File: config.mk
export PLATFORM = sky130hd
export DESIGN_NAME = stopwatch_core_param
export DESIGN_NICKNAME = d
export VERILOG_FILES = /design/src/rtl/stopwatch_core_param.sv
export SDC_FILE = /design/constraint.sdc
export NUM_CORES = 1
export LEC_CHECK = 0
export ABC_CLOCK_PERIOD_IN_PS = 6600
export BUFFER_PORTS_ARGS = -buffer_cell sky130_fd_sc_hd__buf_2
export CAP_MARGIN = 20
export CORE_MARGIN = 1.5
export CORE_UTILIZATION = 45
export DETAILED_ROUTE_END_ITERATION = 8
export PLACE_DENSITY = 0.69
export RECOVER_POWER = 50
export SYNTH_ARGS = -nofsm -noshare
export SYNTH_HDL_FRONTEND = slang
export SYNTH_SLANG_ARGS = --single-unit
File: constraint.sdc
create_clock -name clk -period 6.6 [get_ports clk]
set_input_delay 1.32 -clock clk [delete_from_list [all_inputs] [get_ports clk]]
set_output_delay 1.32 -clock clk [all_outputs]
set_load 0.005 [all_outputs]
File: src/rtl/stopwatch_core_param.sv
// rtl/stopwatch_core_param.sv - parametrised BCD stopwatch/timer core with tick prescaler, pair adjust and expiry
// Optional lap freeze register enabled by defining STOPWATCH_LAP_EN.
module stopwatch_core_param #(
  parameter int NUM_DIGITS = 4,
  parameter int TICK_DIV   = 100000000,
  parameter int ADJ_DIV    = 50000000,
  parameter int SELW       = 2
) (
  input  logic                    clk,
  input  logic                    rst_n,
  input  logic                    i_pause,
  input  logic                    i_clear,
  input  logic                    i_down,
  input  logic                    i_adj,
  input  logic [SELW-1:0]         i_sel,
  input  logic                    i_lap,
  output logic [4*NUM_DIGITS-1:0] o_val,
  output logic                    o_running,
  output logic                    o_expired,
  output logic                    o_blink,
  output logic                    o_lap_active
);
  localparam int W  = 4*NUM_DIGITS;
  localparam int NP = NUM_DIGITS/2;
  localparam int RW = $clog2(TICK_DIV);
  localparam int AW = $clog2(ADJ_DIV);

  // Tens digit of every pair stops at 5, except the top pair which runs to 99.
  function automatic logic [3:0] dmax(input int i);
    return ((i % 2 == 1) && (i != NUM_DIGITS-1)) ? 4'd5 : 4'd9;
  endfunction

  function automatic logic [W-1:0] max_val();
    logic [W-1:0] r;
    r = '0;
    for (int i = 0; i < NUM_DIGITS; i++) r[4*i +: 4] = dmax(i);
    return r;
  endfunction

  localparam logic [W-1:0] MAXV = max_val();

  function automatic logic [W-1:0] bcd_inc(input logic [W-1:0] v);
    logic [W-1:0] r;
    logic         c;
    r = v;
    c = 1'b1;
    for (int i = 0; i < NUM_DIGITS; i++) begin
      if (c) begin
        if (v[4*i +: 4] == dmax(i)) begin
          r[4*i +: 4] = 4'd0;
        end else begin
          r[4*i +: 4] = v[4*i +: 4] + 4'd1;
          c = 1'b0;
        end
      end
    end
    return r;
  endfunction

  function automatic logic [W-1:0] bcd_dec(input logic [W-1:0] v);
    logic [W-1:0] r;
    logic         b;
    r = v;
    b = 1'b1;
    for (int i = 0; i < NUM_DIGITS; i++) begin
      if (b) begin
        if (v[4*i +: 4] == 4'd0) begin
          r[4*i +: 4] = dmax(i);
        end else begin
          r[4*i +: 4] = v[4*i +: 4] - 4'd1;
          b = 1'b0;
        end
      end
    end
    return r;
  endfunction

  // Adjust increments one pair in isolation: it wraps but never carries upward.
  function automatic logic [W-1:0] pair_inc(input logic [W-1:0] v, input logic [SELW-1:0] s);
    logic [W-1:0] r;
    r = v;
    for (int p = 0; p < NP; p++) begin
      if (int'(s) == p) begin
        if (v[8*p +: 4] == 4'd9) begin
          r[8*p +: 4]     = 4'd0;
          r[8*p + 4 +: 4] = (v[8*p + 4 +: 4] == dmax(2*p+1)) ? 4'd0 : v[8*p + 4 +: 4] + 4'd1;
        end else begin
          r[8*p +: 4] = v[8*p +: 4] + 4'd1;
        end
      end
    end
    return r;
  endfunction

  logic [W-1:0]  digits_q, digits_d;
  logic [RW-1:0] run_cnt_q, run_cnt_d;
  logic [AW-1:0] adj_cnt_q, adj_cnt_d;
  logic          blink_q, blink_d;
  logic          running_q, running_d;
  logic          expired_q, expired_d;
  logic          adj_wrap, tick;
`ifdef STOPWATCH_LAP_EN
  logic [W-1:0]  lap_q, lap_d;
  logic          lap_active_q, lap_active_d;
`else
  logic          unused_lap;
  assign unused_lap = i_lap;
`endif

  always_comb begin
    adj_wrap  = (adj_cnt_q == AW'(ADJ_DIV-1));
    tick      = running_q && (run_cnt_q == RW'(TICK_DIV-1));
    digits_d  = digits_q;
    run_cnt_d = run_cnt_q;
    adj_cnt_d = adj_wrap ? '0 : adj_cnt_q + AW'(1);
    blink_d   = blink_q ^ adj_wrap;
    running_d = running_q;
    expired_d = expired_q;
`ifdef STOPWATCH_LAP_EN
    lap_d        = lap_q;
    lap_active_d = lap_active_q;
`endif
    if (i_clear) begin
      digits_d  = '0;
      run_cnt_d = '0;
      adj_cnt_d = '0;
      running_d = 1'b0;
      expired_d = 1'b0;
`ifdef STOPWATCH_LAP_EN
      lap_active_d = 1'b0;
`endif
    end else if (i_adj) begin
      expired_d = 1'b0;
      if (adj_wrap) digits_d = pair_inc(digits_q, i_sel);
    end else begin
`ifdef STOPWATCH_LAP_EN
      if (i_lap) begin
        if (!lap_active_q) begin
          lap_d        = digits_q;
          lap_active_d = 1'b1;
        end else begin
          lap_active_d = 1'b0;
        end
      end
`endif
      if (running_q) run_cnt_d = tick ? '0 : run_cnt_q + RW'(1);
      if (tick) begin
        if (!i_down) begin
          if (digits_q == MAXV) begin
            running_d = 1'b0;
            expired_d = 1'b1;
          end else begin
            digits_d = bcd_inc(digits_q);
          end
        end else if (digits_q == '0) begin
          running_d = 1'b0;
          expired_d = 1'b1;
        end else begin
          digits_d = bcd_dec(digits_q);
          if (digits_q == W'(1)) begin
            running_d = 1'b0;
            expired_d = 1'b1;
          end
        end
      end else if (i_pause) begin
        if (running_q) begin
          running_d = 1'b0;
        end else if (!(i_down && (digits_q == '0))) begin
          running_d = 1'b1;
          expired_d = 1'b0;
        end
      end
    end
  end

  always_ff @(posedge clk or negedge rst_n) begin
    if (!rst_n) begin
      digits_q  <= '0;
      run_cnt_q <= '0;
      adj_cnt_q <= '0;
      blink_q   <= 1'b0;
      running_q <= 1'b0;
      expired_q <= 1'b0;
    end else begin
      digits_q  <= digits_d;
      run_cnt_q <= run_cnt_d;
      adj_cnt_q <= adj_cnt_d;
      blink_q   <= blink_d;
      running_q <= running_d;
      expired_q <= expired_d;
    end
  end

`ifdef STOPWATCH_LAP_EN
  always_ff @(posedge clk or negedge rst_n) begin
    if (!rst_n) begin
      lap_q        <= '0;
      lap_active_q <= 1'b0;
    end else begin
      lap_q        <= lap_d;
      lap_active_q <= lap_active_d;
    end
  end

  assign o_val        = lap_active_q ? lap_q : digits_q;
  assign o_lap_active = lap_active_q;
`else
  assign o_val        = digits_q;
  assign o_lap_active = 1'b0;
`endif

  assign o_running = running_q;
  assign o_expired = expired_q;
  assign o_blink   = blink_q;
endmodule

==> summary.md, run 1 <==
| Metric | Value |
|---|---|
| Run status | `finished, final reports clean` |
| Vias in the first global route | `around 3.5k` |
| Placer's final routability congestion estimate | `0.819` |
| Routed len/inst | `14.5 um` |
| # clock sinks | `72` |
| Worst EP arrival | `3.73 ns` |
| Num rows | `35` |
| Psw | `between 300 and 400 uW` |
| Final min period | `3.49 ns` |
| Synth top area cells | `dfrtp_1 (41%), nor2_1 (5.4%), xor2_1 (5.2%)` |
| Worst setup path class | `in -> reg` |
| Max-slew violations | `0` |
| Clk_skew | `between 0.01 and 0.015 ns` |
| Global-route wire length before repair | `16200 um` |
| Syn. warnings | `0` |
| Initial DRC count | `186` |
| Placed inst area | `0.00461 mm^2` |
| Tot GR Track Use | `roughly a fifth` |
| Clock Power Share | `31.6%` |
| # nets final | `543` |
| P_leak | `roughly 2.0 nW` |
| M2 GR Usage | `32.1%` |
| Reg power frac | `45.7%` |
| CTS hold repair buffers | `0` |
| Post-Syn Area per Cell | `8.80 um^2` |
| Clk root buf | `clkbuf_8` |
| # diodes | `0` |
| Final core occ | `51.4%` |
| Port Buffers | `26` |
| Slowest Stage Delay on Critical Path | `about 0.74 ns` |
| Max Fclk | `287 MHz` |
| Pin count of the biggest net entering global routing | `73` |
| Dominant cell by count in the synthesized netlist | `dfrtp_1` |
| Die span in x | `102 um` |
| Antenna viol nets, final | `0` |
| Via count | `3685` |
| Worst path required time | `~7 ns` |
| Seq/Total Area, Yosys | `between 40% and 50%` |
| Initial core utilization | `46.8%` |
| Grt met1 use | `26.5%` |
| CP Launch Type | `input pin` |
| Relative slew margins | `39.2%` |
| Synthesized area | `0.00437 mm^2` |
| CTS tree | `done` |
| Crit-path cells | `buf_2 > nor4bb_1 > and4_1 > nor4_2 > o2bb2ai_1 > nor2_1 > mux2_2` |
| CP Max Fanout | `13` |
| Sw frac | `32.6%` |
| Top cell family by delay on the critical path | `simple AND/OR/NAND/NOR gates` |
| Min-Delay Path Class | `reg -> reg` |
| GR peak layer | `met2` |
| Overall routed net length | `9470 um` |
| Share of flip-flops with an asynchronous set or reset | `100%` |
| FF+latch count, synth | `72` |
| Postcts setup bufs | `0` |
| Cell internal pwr | `slightly below 800 uW` |
| Met3 Usage GRT | `about 4.0%` |
| Worst-path clk slew | `0.08 ns` |
| Fillers | `about 850` |
| 1st-pass router iterations | `4` |
| Clk buf depth | `2` |
| Die H | `102 um` |
| DIE AREA | `0.0103 mm^2` |
| Top cell type's share of synthesized area | `41.3%` |
| Clk_lat worst skew | `0.36 ns` |
| Cts repair resizes | `0` |
| Mapped Cells | `496` |
| Endpoints failing setup | `0` |
| Worst-margin pin slew | `0.912 ns` |
| P&R area growth vs syn | `9.74%` |
| FF+latch area | `~0.0018 mm^2` |
| Footprint of the multi-input gates | `approximately 0.0024 mm^2` |
| Commonest cells in the netlist | `dfrtp_1 (72), nor2_1 (63), nand2_1 (47)` |
| Largest area contributor in the netlist | `dfrtp_1` |
| Synthesized Nets | `520` |
| DR DRC count | `0` |
| Tcrit/Tclk final | `52.8%` |
| Pwr/cell area | `240 mW/mm^2` |
| CP bufs+invs | `1` |
| Critical Path Slowest Stage Cell | `o2bb2ai_1` |
| RSZ-0062 raised after global routing | `no` |
| Setup crit end kind | `register` |
| Logic pwr share | `22.7%` |
| Initial antenna violation count | `0` |
| Total gr overflow | `0` |
| Top-level port count | `29` |
| Area of the core | `just over 0.009 mm^2` |
| Total CTS buffers | `9` |
| Synth Flop Type | `dfrtp_1` |
| Maximum VDD drop | `106 uV` |
| Post-route cell area | `0.00479 mm^2` |
| Final Hold Fails | `0` |
| Via density | `5.64` |
| Max-cap violations | `0` |
| Setup tns final | `0 ns` |
| H-tree Lvls | `3` |
| Dpl hpwl | `6560 um` |
| Fraction of layout cells with a size suffix above 1 | `10.1%` |
| Netlist cell types | `64` |
| EDFF count, synth | `0` |
[path summary, 6_finish.rpt]
kind | slack (ns) | start | endpoint | depth (start not counted)
max | 3.11 | i_down | o_val[7] | 7
min | 0.47 | o_blink | o_blink | 1
max reg2reg | 3.38 | o_val[8] | o_val[7] | 8
min reg2reg | 0.47 | o_blink | o_blink | 1
max in group asynchronous | 4.83 | rst_n | o_val[14] | 2
min in group asynchronous | 1.17 | rst_n | o_val[10] | 2
[power by group through the flow]
stage | Clock [mW] | Sequential, mW | Combinational [mW]
floorplan | 0 | 0.516 | 0.189
global placement | 0 | 0.531 | 0.250
detailed placement | 0 | 0.533 | 0.259
CTS | 0.374 | 0.525 | 0.260
global route | 0.390 | 0.533 | 0.294
finish | 0.363 | 0.525 | 0.261
[worst register-to-register path, stage by stage, from the launching register on]
cell	delay [ns]
dfrtp_1	0.48
inv_1	0.11
ha_1	0.22
nor4bb_1	0.64
and4_1	0.34
nor4_2	0.08
o2bb2ai_1	0.74
nor2_1	0.19
mux2_2	0.31
[metrics by stage]
stage	power [mW]	worst slack, ns	hold slack [ns]	cells
final	1.15	3.11	0.473	653
after global routing	1.22	2.93	0.507	653
after CTS	1.16	3.16	0.479	653
after detailed placement	0.792	2.77	0.462	637
after global placement	0.781	2.85	0.456	637
after floorplan	0.705	3.78	0.450	496
[registers in the layout (all words and copies together), names as in the netlist]
signal	flops
o_running	1
o_blink	1
o_val	16
run_cnt_q	27
o_expired	1
adj_cnt_q	26
[area by class of cell]
class,count,area share [%]
Multi-Input combinational cell,394,50.6
Sequential cell,72,37.6
Tap cell,129,3.37
Clock buffer,11,3.16
Timing Repair Buffer,28,3.00
Clock inverter,5,1.15
Inverter,14,1.10
[kinds of logic (layout without fill, tap and decap cells)]
group                      Yosys count  in the layout  synth area share, %
buffers and inverters               30             58                 2.75
adders and majority gates           15             15                 4.30
muxes                                7              7                 1.72
xor gates and xnor gates            38             38                 7.62
other                                1              1               0.0859
DFF                                 72             72                 41.3
and+or+nand+nor                    231            231                 27.9
AOI/OAI and AO/OA                  102            102                 14.4
[cells in the final DEF (no fill, tap or decap), types with 3 or more instances in the layout]
cell / instances
a211oi_1: 3
a21o_1: 3
a21oi_1: 22
a31oi_1: 10
and2_1: 6
and3_1: 8
and4_1: 6
buf_2: 25
clkbuf_8: 11
dfrtp_1: 72
ha_1: 15
inv_1: 13
mux2_2: 3
mux2i_1: 3
nand2_1: 47
nand2b_1: 6
nand3_1: 27
nand3b_1: 4
nand4_1: 14
nor2_1: 63
nor2b_1: 5
nor3_1: 9
nor3b_1: 4
nor4_1: 5
o211ai_1: 3
o21ai_0: 38
o31a_1: 3
o31ai_1: 4
or3_1: 9
or4_1: 5
xnor2_1: 12
xor2_1: 26
[layer usage]
| layer | vias up | routed length [um] |
|---|---|---|
| li1 | 1829 | - |
| met1 | 1767 | 4430 |
| met2 | 76 | 4520 |
| met3 | 13 | 357 |
| met4 | 0 | 151 |
| met5 | - | 0 |
(Power assumes the default switching activity.)
==> run 2, diff against run 1 <==
- ABC_CLOCK_PERIOD_IN_PS: 6600 -> 3200
- PLACE_DENSITY: 0.69 -> 0.72
- clock period: 6.6 -> 3.2 ns (I/O delays scaled with it)
==> summary.md, run 2 (synthesized netlist as in run 1, its figures left out) <==
| Metric | Value |
|---|---|
| Tot GR Track Use | `21.0% (+0.92 points)` |
| Crit path launch | `o_val[8]` |
| Worst EP arrival | `3.08 ns (-0.65 ns)` |
| P_leak | `2.08 nW (+1.8%)` |
| Max-slew violations | `34 (+34)` |
| Total gr overflow | `0 (unchanged)` |
| Tot Pwr | `2.43 mW (+110%)` |
| Placed inst area | `0.00467 mm^2 (+1.4%)` |
| Clk_skew | `0.0103 ns (-0.00211 ns)` |
| R2R cell count | `10 (+2)` |
| Run status | `complete, but fails checks` |
| Vias in the first global route | `3745 (+7.9%)` |
| Port Buffers | `26 (unchanged)` |
| Max-cap violations | `1 (+1)` |
| HP Start | `o_blink` |
| Placer's final routability congestion estimate | `0.820 (+0.16%)` |
| Initial core utilization | `46.8% (unchanged)` |
| Num rows | `35 (unchanged)` |
| Total CTS buffers | `9 (unchanged)` |
| RR Startpoint | `o_val[8]` |
| CTS tree | `done` |
| Global-route wire length before repair | `17300 um (+6.4%)` |
| Largest register by flop count | `run_cnt_q` |
| Relative slew margins | `-18.8% (-58 points)` |
| Die H | `102 um (unchanged)` |
| Die span in x | `102 um (unchanged)` |
| Top-level port count | `29 (unchanged)` |
| Setup crit end kind | `register` |
| Place WS | `0.472 ns (-2.30 ns)` |
| Worst hold endpoint | `o_blink` |
| Worst-path clk slew | `0.08 ns (about the same)` |
| CTS hold repair buffers | `0 (unchanged)` |
| Clk_lat worst skew | `0.35 ns (about the same)` |
| Via density | `5.77 (+2.2%)` |
| Antenna viol nets, final | `0 (unchanged)` |
| Worst-case hold slack | `0.477 ns (+0.00425 ns)` |
| Pin count of the biggest net entering global routing | `34 (-53%)` |
| Maximum VDD drop | `274 uV (+160%)` |
| Reg-to-reg setup timing slack | `0.39 ns (-2.99 ns)` |
| Setup tns final | `0 ns (unchanged)` |
| Pwr/cell area | `498 mW/mm^2 (+110%)` |
| Worst setup path class | `reg -> reg` |
| Worst Hold Path Cells | `1 (unchanged)` |
| Area of the core | `0.00933 mm^2 (unchanged)` |
| Clk root buf | `clkbuf_8` |
| Postcts setup bufs | `0 (unchanged)` |
| PnR worst setup slack | `0.392 ns (-2.72 ns)` |
| Critical Path Slowest Stage Cell | `or4_1` |
| Failing checks | `max-capacitance violations, max-slew violations` |
| Fraction of layout cells with a size suffix above 1 | `11.3% (+1.2 points)` |
| Max reg flops | `27 (unchanged)` |
| Overall routed net length | `9880 um (+4.4%)` |
| Clk buf depth | `2 (unchanged)` |
| P&R area growth vs syn | `11.7%` |
| # nets final | `551 (+1.5%)` |
| Min-Delay Path Class | `reg -> reg` |
| Routed len/inst | `14.9 um (+2.9%)` |
| Crit path top cell by count | `buf_4` |
| H-tree Lvls | `3 (unchanged)` |
| CP Max Fanout | `13 (unchanged)` |
| Initial DRC count | `159 (-15%)` |
| Cts repair resizes | `0 (unchanged)` |
| DIE AREA | `0.0103 mm^2 (unchanged)` |
| Tcrit/Tclk final | `roughly 88%` |
| Via count | `3819 (+3.6%)` |
| Final min period | `2.81 ns` |
| Commonest cells after routing, fill and taps aside | `dfrtp_1 (72), nor2_1 (63), nand2_1 (47), o21ai_0 (38), nand3_1 (27)` |
| Crit Reg-Reg Endpoint | `o_val[5]` |
| Slowest Stage Delay on Critical Path | `0.52 ns (-0.22 ns)` |
| DR DRC count | `0 (unchanged)` |
| Dpl hpwl | `7110 um (+8.4%)` |
| Worst path required time | `3.47 ns (-3.37 ns)` |
| CP Launch Type | `register` |
| Final Hold Fails | `0 (unchanged)` |
| Max Fclk | `356 MHz` |
| Worst-margin pin slew | `1.78 ns (+0.870 ns)` |
| Crit-path cells | `inv_1 > ha_1 > nor4bb_1 > buf_4 > and4_1 > nor4_2 > o2bb2ai_1 > buf_4 > or4_1 > o21ai_0` |
| Post-route cell area | `0.00488 mm^2 (+1.8%)` |
| # clock sinks | `72 (unchanged)` |
| RSZ-0062 raised after global routing | `no` |
| Initial antenna violation count | `0 (unchanged)` |
| Endpoints failing setup | `0 (unchanged)` |
| Commonest non-fill, non-tap cell in the layout | `dfrtp_1` |
| 1st-pass router iterations | `5 (+1)` |
## run 2: cell types whose count changed in the layout (fill, tap and decap cells not counted)
| cell | delta |
|---|---|
| buf_4 | +5 |
| clkbuf_1 | +3 |
| buf_2 | -2 |
| buf_6 | +1 |
| clkbuf_2 | +1 |
| clkbuf_8 | +1 |
| clkinv_2 | -1 |
| clkinv_4 | +1 |
| clkinvlp_4 | -1 |
| diode_2 | +1 |
| nor4_1 | -1 |
| nor4_4 | +1 |
| or4_1 | -1 |
| or4_4 | +1 |
## run 2: how the worst max path moves through the flow
stage / end / slack, ns / cells past startpoint
3_5_place_dp: o_val[5] / 0.47 / 10
6_report: o_val[5] / 0.39 / 10
4_1_cts: o_val[5] / 0.41 / 10
2_1_floorplan: o_val[2] / 0.91 / 9
3_3_place_gp: o_val[5] / 0.50 / 10
5_1_grt: run_cnt_q[1] / 0.21 / 2
## run 2: layout make-up
class / instances / area (um^2)
Antenna cell: 1 / 2.50
Clock inverter: 4 / 51.3
Tap cell: 129 / 161
Fill cell: 850 / 4450
Clock buffer: 12 / 165
Timing Repair Buffer: 36 / 199
Multi-Input combinational cell: 394 / 2440
Sequential cell: 72 / 1800
Inverter: 14 / 52.6
## run 2: metrics by stage
stage | std cells | utilization, %
after global placement | 644 | 49.9
after floorplan | 496 | -
after CTS | 661 | 52.4
after global routing | 661 | 52.3
after detailed placement | 645 | 50.1
final | 662 | 52.3
## run 2: report_power, final
group	leakage (nW)	internal, mW	total [mW]	switching (mW)
Sequential	0.991	0.967	1.09	0.120
Combinational	0.977	0.253	0.570	0.317
Clock	0.109	0.424	0.773	0.349
Total	2.08	1.64	2.43	0.786
## run 2: per-layer routing
| metal | routed length, um | GRT usage, % |
|---|---|---|
| met4 | 133 | 7.26 |
| met1 | 4480 | 26.6 |
| met5 | 0 | 0 |
| met3 | 401 | 4.14 |
| met2 | 4860 | 35.6 |
## run 2: critical path: cells and delay by family (launching register included)
| kind | cells | cell delay (ns) |
|---|---|---|
| AND/OR/NAND/NOR | 4 | 1.27 |
| flip-flops | 1 | 0.50 |
| buffers and inverters | 3 | 0.45 |
| adder cells (fa/ha/maj) | 1 | 0.27 |
| AO/OA/AOI/OAI | 2 | 0.24 |
==> run 3, diff against run 2 <==
- ABC_AREA: unset -> 1
- CAP_MARGIN: 20 -> 25
- CORE_MARGIN: 1.5 -> unset
- PLACE_DENSITY: 0.72 -> 0.71
==> summary.md, run 3 <==
| Metric | Value |
|---|---|
| Top-level port count | `29 (unchanged)` |
| Max reg flops | `27 (unchanged)` |
| Synthesized area | `0.00519 mm^2 (+19%)` |
| Cts repair resizes | `0 (unchanged)` |
| Synth Area in Compound Gates | `7.45% (-7.0 points)` |
| Largest family of logic cells by synthesized area | `simple AND/OR/NAND/NOR gates` |
| Tcrit/Tclk final | `77.2% (-11 points)` |
| Area of the core | `0.0110 mm^2 (+18%)` |
| # diodes | `0 (-1)` |
| Relative slew margins | `-17.4% (+1.4 points)` |
| Post-Synth Simple-Gate Area | `40.4% (+13 points)` |
| Mapped Cells | `765 (+54%)` |
| Largest register by flop count | `run_cnt_q` |
| Highest Signal Layer | `met4` |
| H-tree Lvls | `3 (unchanged)` |
| Worst path required time | `3.47 ns (about the same)` |
| Adder-Cell Fraction of Synth Area | `3.62% (-0.68 points)` |
| Overall routed net length | `13200 um (+34%)` |
| Max Fclk | `405 MHz (+14%)` |
| DR DRC count | `0 (unchanged)` |
| Global-route wire length before repair | `22200 um (+29%)` |
| Placed inst area | `0.00546 mm^2 (+17%)` |
| Syn. warnings | `0 (unchanged)` |
| Dominant cell by count in the synthesized netlist | `nand2_1` |
| Run status | `complete, but fails checks` |
| P&R area growth vs syn | `10.4%` |
| Worst-path clk slew | `0.06 ns (-0.02 ns)` |
| Worst-case hold slack | `0.483 ns (+0.00610 ns)` |
| RSZ-0062 raised after global routing | `no` |
| Setup tns final | `0 ns (unchanged)` |
| Synth top area cells | `dfrtp_1 (35%), nand2_1 (12%), nor2_1 (10%)` |
| Met2 wire len | `6070 um (+25%)` |
| Seq/Total Area, Yosys | `34.7% (-6.6 points)` |
| Via count | `5082 (+33%)` |
| # clock sinks | `72 (unchanged)` |
| Tot Pwr | `2.99 mW (+23%)` |
| CP Max Fanout | `9 (-4)` |
| Max-slew violations | `73 (+110%)` |
| Post-Syn Area per Cell | `6.79 um^2 (-23%)` |
| Dpl hpwl | `10200 um (+43%)` |
| Commonest non-fill, non-tap cell in the layout | `nand2_1` |
| Initial DRC count | `403 (+150%)` |
| Fraction of layout cells with a size suffix above 1 | `7.89% (-3.4 points)` |
| Maximum VDD drop | `345 uV (+26%)` |
| Total gr overflow | `0 (unchanged)` |
| Via density | `5.42 (-6.1%)` |
| Worst-margin pin slew | `1.76 ns (-0.0205 ns)` |
| Xor/xnor cell area share of the yosys netlist | `5.74% (-1.9 points)` |
| Postcts setup bufs | `0 (unchanged)` |
| Die span in x | `109 um (+7.8%)` |
| # nets final | `818 (+48%)` |
| 1st-pass router iterations | `6 (+1)` |
| CTS hold repair buffers | `0 (unchanged)` |
| Netlist cell types | `42 (-34%)` |
| Routed len/inst | `14.1 um (-5.6%)` |
| Tot GR Track Use | `23.8% (+2.8 points)` |
| DIE AREA | `0.0120 mm^2 (+16%)` |
| Metal-1 WL | `6410 um (+43%)` |
| Cells after DPL | `923 (+43%)` |
| Endpoints failing setup | `0 (unchanged)` |
| Non-filler cells, final | `938 (+42%)` |
| Mux share of post-synthesis cell area | `0% (-1.7 points)` |
| Pwr/cell area | `522 mW/mm^2 (+4.8%)` |
| Met3 wire len | `561 um (+40%)` |
| Synth Flop Type | `dfrtp_1` |
| Final Hold Fails | `0 (unchanged)` |
| Post-route cell area | `0.00573 mm^2 (+17%)` |
| Die H | `109 um (+7.8%)` |
| Max-cap violations | `1 (unchanged)` |
| Min-Delay Path Class | `reg -> reg` |
| Setup crit end kind | `register` |
| Share of flip-flops with an asynchronous set or reset | `100% (unchanged)` |
| Clk buf depth | `2 (unchanged)` |
| Num rows | `38 (+8.6%)` |
| Top cell type's share of synthesized area | `34.7% (-6.6 points)` |
| P_leak | `2.67 nW (+28%)` |
| Worst setup path class | `reg -> reg` |
| Final min period | `2.47 ns (-0.337 ns)` |
| FF+latch count, synth | `72 (unchanged)` |
| EDFF count, synth | `0 (unchanged)` |
| Initial core utilization | `47.1% (+0.25 points)` |
| Total CTS buffers | `9 (unchanged)` |
| Clk_skew | `0.00759 ns (-0.00271 ns)` |
| Port Buffers | `26 (unchanged)` |
| Clk root buf | `clkbuf_16` |
| Largest area contributor in the netlist | `dfrtp_1` |
| Synthesized Nets | `789 (+52%)` |
| Worst EP arrival | `2.74 ns (-0.34 ns)` |
| Initial antenna violation count | `0 (unchanged)` |
| Commonest cells in the netlist | `nand2_1 (172), nor2_1 (139), inv_1 (91)` |
| Antenna viol nets, final | `0 (unchanged)` |
| Vias in the first global route | `4787 (+28%)` |
| CP Launch Type | `register` |
| Pin count of the biggest net entering global routing | `73 (+110%)` |
| Commonest cells after routing, fill and taps aside | `nand2_1 (173), nor2_1 (140), inv_1 (91), dfrtp_1 (72), nand3_1 (67)` |
| Placer's final routability congestion estimate | `0.898 (+9.4%)` |
| Clk_lat worst skew | `0.33 ns (-0.02 ns)` |
| CTS tree | `done` |
| Failing checks | `max-capacitance violations, max-slew violations` |
==> run 3: per-layer routing <==
metal  global-route usage, %  vias to the layer above
li1                        -                     2549
met1                    32.7                     2396
met2                    37.9                      123
met3                    4.09                       14
met4                    7.81                        0
met5                       0                        -
==> run 3: kinds of logic after synthesis <==
logic type | count (synthesis)
other | 1
and+or+nand+nor | 470
xor gates and xnor gates | 34
adders and majority gates | 15
DFF | 72
buffers and inverters | 105
AOI/OAI and AO/OA | 68
==> run 3: critical path: stages, from the launching register on <==
cell     delay (ns)
dfrtp_1        0.44
ha_1           0.26
nand2_1        0.09
nor2_1         0.44
nand3_1        0.13
nor2_1         0.16
nand2_2        0.20
nand2_4        0.17
nand2_1        0.07
nor2_2         0.21
nand3_1        0.14
nand2_1        0.09
==> run 3: metrics by stage <==
step	worst slack, ns	util, %
global route	0.523	51.9
detailed placement	0.768	49.5
floorplan	1.42	-
global placement	0.773	49.5
finish	0.729	51.9
CTS	1.03	52.1
==> run 3: report_power, final <==
part | internal [mW] | switching, mW
sequential | 0.989 | 0.158
clock | 0.600 | 0.372
combinational | 0.326 | 0.546
==> run 3: final timing paths <==
path                              start             to  slack, ns  cells past startpoint
max in group asynchronous         rst_n  run_cnt_q[19]       1.38                      1
setup / recovery           adj_cnt_q[0]       o_val[8]       0.73                     11
min in group asynchronous         rst_n  adj_cnt_q[10]       0.75                      1
setup reg to reg           adj_cnt_q[0]       o_val[8]       0.73                     11
hold / removal                  o_blink        o_blink       0.48                      1
hold reg to reg                 o_blink        o_blink       0.48                      1
==> run 3: final cells by class <==
cell class                 count  area [um^2]
tap                          140          175
sequential                    72         1800
clock buffer                  10          229
fill                        1111         5300
timing repair buffer          29          148
clock inverter                 5         57.6
multi-input combinational    588         2970
inverter                      94          353
